### src/rtl/mul_div_unit.sv
// HI/LO multiply/divide unit: pipelined multiplier with accumulate modes and a
// restoring radix-2 divider. One operation in flight at a time.
module mul_div_unit #(
  parameter int WIDTH   = 32,
  parameter int MUL_LAT = 4
) (
  input  logic             Clk,
  input  logic             resetn,
  input  logic             start,
  input  logic [3:0]       op,
  input  logic [WIDTH-1:0] A,
  input  logic [WIDTH-1:0] B,
  input  logic             cancel,
  output logic [WIDTH-1:0] HI,
  output logic [WIDTH-1:0] LO,
  output logic             Busy,
  output logic             done
);
  localparam int DW = 2 * WIDTH;
  localparam int CW = $clog2(WIDTH + 3);

  typedef enum logic [3:0] {
    OP_MULT, OP_MULTU, OP_MADD, OP_MADDU, OP_MSUB, OP_MSUBU,
    OP_DIV, OP_DIVU, OP_MTHI, OP_MTLO
  } op_e;

  typedef enum logic [1:0] {S_IDLE, S_MUL, S_DIV} state_e;

  state_e        state;
  logic [CW-1:0] cnt;

  logic launch, is_mul, is_div, is_signed;
  always_comb begin
    launch    = start && !Busy && !cancel;
    is_mul    = (op <= OP_MSUBU);
    is_div    = (op == OP_DIV) || (op == OP_DIVU);
    is_signed = !op[0];
  end

  // Multiplier datapath: operands extended to 2*WIDTH so one truncated
  // product serves both signed and unsigned variants.
  logic [DW-1:0] mul_a, mul_b;
  logic [DW-1:0] mul_pipe [MUL_LAT-1];
  logic [1:0]    acc_mode;   // op[2:1]: 0 set, 1 add, 2 subtract

  // Divider datapath
  logic [WIDTH-1:0] quo, rem, dsr, div_a_raw;
  logic             a_neg, b_neg;
  logic [WIDTH:0]   rem_shift, rem_diff;

  // NOTE: datapath registers carry no reset; state and cnt alone decide
  // whether their contents are meaningful, so reset is kept off the wide paths.
  always_ff @(posedge Clk) begin
    if (launch && is_mul) begin
      mul_a    <= is_signed ? {{WIDTH{A[WIDTH-1]}}, A} : {{WIDTH{1'b0}}, A};
      mul_b    <= is_signed ? {{WIDTH{B[WIDTH-1]}}, B} : {{WIDTH{1'b0}}, B};
      acc_mode <= op[2:1];
    end
    mul_pipe[0] <= mul_a * mul_b;
    for (int i = 1; i < MUL_LAT - 1; i++) mul_pipe[i] <= mul_pipe[i-1];

    if (launch && is_div) begin
      quo       <= A;
      dsr       <= B;
      div_a_raw <= A;
      a_neg     <= is_signed && A[WIDTH-1];
      b_neg     <= is_signed && B[WIDTH-1];
    end else if (state == S_DIV && cnt == CW'(WIDTH + 2)) begin
      quo <= a_neg ? -quo : quo;
      dsr <= b_neg ? -dsr : dsr;
      rem <= '0;
    end else if (state == S_DIV && cnt >= CW'(2)) begin
      if (!rem_diff[WIDTH]) begin
        rem <= rem_diff[WIDTH-1:0];
        quo <= {quo[WIDTH-2:0], 1'b1};
      end else begin
        rem <= rem_shift[WIDTH-1:0];
        quo <= {quo[WIDTH-2:0], 1'b0};
      end
    end
  end

  logic [DW-1:0]    mul_res;
  logic [WIDTH-1:0] div_hi, div_lo;
  // NOTE: combinational blocks use blocking assignments and give every
  // output a value on every path, so no latch is inferred.
  always_comb begin
    rem_shift = {rem, quo[WIDTH-1]};
    rem_diff  = rem_shift - {1'b0, dsr};
    case (acc_mode)
      2'd1:    mul_res = {HI, LO} + mul_pipe[MUL_LAT-2];
      2'd2:    mul_res = {HI, LO} - mul_pipe[MUL_LAT-2];
      default: mul_res = mul_pipe[MUL_LAT-2];
    endcase
    if (dsr == '0) begin
      div_lo = {WIDTH{1'b1}};
      div_hi = div_a_raw;
    end else begin
      div_lo = (a_neg ^ b_neg) ? -quo : quo;
      div_hi = a_neg ? -rem : rem;
    end
  end

  // NOTE: sequential state is updated only with non-blocking assignments.
  always_ff @(posedge Clk or negedge resetn) begin
    if (!resetn) begin
      state <= S_IDLE;
      cnt   <= '0;
      HI    <= '0;
      LO    <= '0;
      Busy  <= 1'b0;
      done  <= 1'b0;
    end else begin
      done <= 1'b0;
      if (Busy && cancel) begin
        state <= S_IDLE;
        cnt   <= '0;
        Busy  <= 1'b0;
      end else if (Busy) begin
        cnt <= cnt - CW'(1);
        if (cnt == CW'(1)) begin
          state <= S_IDLE;
          Busy  <= 1'b0;
          done  <= 1'b1;
          if (state == S_MUL) {HI, LO} <= mul_res;
          else                {HI, LO} <= {div_hi, div_lo};
        end
      end else if (launch) begin
        if (is_mul) begin
          state <= S_MUL;
          cnt   <= CW'(MUL_LAT);
          Busy  <= 1'b1;
        end else if (is_div) begin
          state <= S_DIV;
          cnt   <= CW'(WIDTH + 2);
          Busy  <= 1'b1;
        end else if (op == OP_MTHI) begin
          HI <= A;
        end else if (op == OP_MTLO) begin
          LO <= A;
        end
      end
    end
  end

endmodule

### config.mk
export PLATFORM = sky130hd
export DESIGN_NAME = mul_div_unit
export DESIGN_NICKNAME = d
export VERILOG_FILES = /design/src/rtl/mul_div_unit.sv
export SDC_FILE = /design/constraint.sdc
export NUM_CORES = 2
export LEC_CHECK = 0
export CORE_ASPECT_RATIO = 1.25
export CORE_MARGIN = 2
export CORE_UTILIZATION = 45
export DETAILED_ROUTE_END_ITERATION = 10
export PLACE_DENSITY_LB_ADDON = 0.05
export SETUP_SLACK_MARGIN = 0.1
export SYNTH_ARGS = -nofsm -noshare
export SYNTH_HDL_FRONTEND = slang
export SYNTH_SLANG_ARGS = --single-unit
### constraint.sdc
create_clock -name Clk -period 10.6 [get_ports Clk]
set_clock_uncertainty 0.15 [all_clocks]
set_input_delay 1.06 -clock Clk [delete_from_list [all_inputs] [get_ports Clk]]
set_output_delay 1.06 -clock Clk [all_outputs]
set_load 0.02 [all_outputs]
==> results <==
- The number of hold violations in the final report is 0.
- The clock tree from TritonCTS is built.
- The global-route usage over all layers is 31.1%.
- Cells with a size suffix above 1 make up 4.47% of the layout.
- The vertical die dimension is 424 um.
- Together, buffers and inverters on the worst path number 7.
- The number of nets handed over by synthesis was 8400.
- Once detail routing completed, the nets flagged for antenna violations numbered 0.
- The share of the synthesized area in the top cell type is 35.6%.
- The residual overflow from global routing is 0.
- 138 I/O pins were placed.
- After the first detailed-routing iteration, the DRC count stood at 3561.
- The worst register-to-register path begins at mul_a[10].
- The dominant cell by count in the synthesized netlist is inv_1.
- Across all hold checks on the routed design, the worst slack comes to 130 ps.
- Among all stages on the critical path, the largest delay is contributed by edfxtp_1.
- At the end of the flow the core is filled with cells to 49.1%.
- The number of antenna violations at the first check in global routing was 23.
- The iteration count of the initial detailed-routing pass is 8.
- The worst setup path is of the flip-flop to flip-flop kind.
- The netlist uses 85 different library cells.
- The per-cell via count in the routed design is 5.45.
- The maximum achievable frequency is 110 MHz.
- Clock-pin slew was measured on the worst setup and hold paths at 70 ps.
- In this design, the largest share of critical-path delay is due to adder cells.
- The root cell of the clock tree is clkbuf_16.
- Among all flip-flop cells after synthesis, the most frequent one is edfxtp_1.
- The maximum count of clock buffers along a single path is 3.
- The number of nets in the layout is 8399.
- Setup violations remaining at the end of the flow were counted as 0.
- The average instance in the mapped netlist occupies 9.22 um^2.
- The arrival time reported for the critical path endpoint is 9500 ps.
- The via count of the first global-routing pass came to 51100.
- The horizontal die dimension is 340 um.
- Across the run, the number of max-cap violations was 0.
- The area growth from synthesis to layout is 8.61%.
- The largest total area in the synthesized netlist belongs to fa_1.
- The residual DRC count is 0.
- The total detailed-routing wirelength is 220000 um.
- The cell count after synthesis came out at 6886.
- Among the stages of the critical path, the cell type that occurs most often is fa_1.
- The flow ran to the end, and the final reports show no timing, DRC or antenna violations.
- Once detailed placement completed, the half-perimeter wirelength came to 178000 um.
- Setup repair after global routing left no endpoint under its margin.
- Sorting the synthesized cells by how often they occur yields inv_1, fa_1, nand2_1.
- The summed negative setup slack over all endpoints is 0 ps.
- The core box area is 140000 um^2.
- The tightest min-delay check is of the input port to asynchronous set/reset pin type.
- STA classifies the critical path startpoint as a flip-flop.
- The post-CTS setup-driven buffer insertion count is 0.
- The detailed-route wire length per cell is 25.0 um.
- The number of clock sinks is 464.
- Buffers placed on the I/O ports in this run total 137.
- The critical path capture point type is a flip-flop.
- Yosys mapped a number of flops with a built-in enable equal to 198.
- The origin of the worst setup path is mul_a[10].
- The clock buffer count from CTS is 53.
- In this run the cell area of the synthesized design comes to 63500 um^2.
- At the later pin of the worst-skew pair, clock insertion delay measures 670 ps.
- The period utilization is 85.8%.
- The transition time at the pin with the least slew margin is 1170 ps.
- The starting density of the core is 45.2%.
- After synthesis the netlist holds a flip-flop and latch count of 464.
- Sequential cells were found to cover 18.3% of the synthesized design area.
- The total number of vias is 48000.
- The number of pins exceeding their max-slew limit in the final report is 0.
- In this design, the stage delay of the slowest critical-path cell is 880 ps.
- Entering global routing, the biggest net connects 93 pins.
- The number of buffers inserted for hold repair after clock tree synthesis is 0.
- The deepest level of the CTS H-tree is 2.
- The floorplan has 154 rows.
- Counting flops with an async set or reset pin after synthesis yields a share of 15.9%.
- Yosys printed 0 warnings.
- The count of instances resized after the clock tree is built is 0.
- The worst path in the final design needs a cycle of 9090 ps, including I/O delays and setup.
- Measured against its own limit, the worst slew margin works out to 21.4%.
- The congestion estimate from routability-driven global placement came to 0.938.
- Ranked by total cell area, the synthesized netlist is headed by fa_1, edfxtp_1, inv_1.
- The largest fanout on the critical path is 20.
- The required time of the worst setup path is 11010 ps.
- The first global-routing pass estimated 332000 um of wire.
- The area enclosed by the die boundary is 144000 um^2.
-- path summary, 6_finish.rpt --
kind / to / slack (ps) / cells after the start
worst max register to register: mul_pipe[0][62] / 1510 / 27
worst min register to register: mul_pipe[0][66] / 170 / 0
min in group Clk: mul_pipe[0][66] / 170 / 0
worst min-delay path: LO[1] / 130 / 1
worst max-delay path: mul_pipe[0][62] / 1510 / 27
max in group asynchronous: HI[31] / 8940 / 2
-- worst register-to-register path, cell delays in order, from the launching register on --
cell       delay (ps)
edfxtp_1          880
buf_4             440
nand2_1           140
fa_1              540
inv_1              50
fa_1              450
fa_1              500
inv_1              50
fa_1              450
fa_1              510
inv_1              50
fa_1              440
fa_1              570
inv_1              70
fa_1              480
inv_1              50
ha_1              390
o211ai_1          170
o211ai_1          240
a41oi_1           140
a31oi_1           380
a41oi_1           330
nand4b_1          350
a221oi_1          390
buf_4             210
o2bb2ai_1         210
a41oi_1           190
xnor2_1           150
-- cell type report --
class                   instances  area [um^2]
diodes                          8         20.0
clock buffers                  66         1460
clock inverters                34          348
fillers                     13500        71500
inverters                    1250         4690
multi-input cells            4825        45900
flip-flops and latches        464        11600
well taps                    1872         2340
repair buffers                291         2560
-- layout by cell type, fill, tap and decap left out, types with 55 or more instances in the layout --
cell type        count
xnor2_1            218
nand2_1            785
and2_1             551
a31oi_1             62
nor3_1              63
dfrtp_1             74
buf_4              152
clkdlybuf4s50_1    136
a21oi_1            322
inv_1             1246
o21ai_0            215
edfxtp_1           198
dfxtp_1            192
xor2_1              91
ha_1               314
clkbuf_16           55
a21o_1              91
nor2_1             338
fa_1              1127
-- routing by layer --
metal / track usage (%) / vias up / routed length [um]
met3: 4.09 / 330 / 12600
met5: 0 / - / 36
met2: 52.4 / 1523 / 106000
met1: 40.4 / 24600 / 91400
li1: - / 21600 / -
met4: 12.7 / 6 / 10200
-- cells by family (layout without fill, tap and decap cells) --
kind of cell / count (synthesis) / count (layout) / share of synthesized area (%)
compound gates: 988 / 988 / 9.68
mux: 46 / 46 / 0.743
simple gates: 2040 / 2040 / 15.7
buf+inv: 1597 / 1641 / 9.48
other cells: 0 / 8 / 0
fa+ha+maj: 1442 / 1442 / 41.8
xor+xnor: 309 / 309 / 4.26
flops: 464 / 464 / 18.3
-- metrics by stage --
stage / setup WS, ps / instance area, um^2 / std cells
6_report: 1510 / 68900 / 8810
5_1_grt: 974 / 68900 / 8804
4_1_cts: 1490 / 68900 / 8802
3_5_place_dp: 1480 / 67100 / 8702
3_3_place_gp: 1520 / 67100 / 8702
2_1_floorplan: 2820 / 63500 / 6886
-- state kept, by name, indices dropped and copies added (netlist names), 2 cells and up --
| register | cells |
|---|---|
| LO | 32 |
| rem | 32 |
| HI | 32 |
| mul_a | 33 |
| acc_mode | 2 |
| state | 2 |
| mul_pipe | 192 |
| dsr | 32 |
| quo | 32 |
| mul_b | 33 |
| div_a_raw | 32 |
| cnt | 6 |
Power is not shown: default switching activity piles up to over one toggle a cycle in this logic, so the estimate is an artifact.
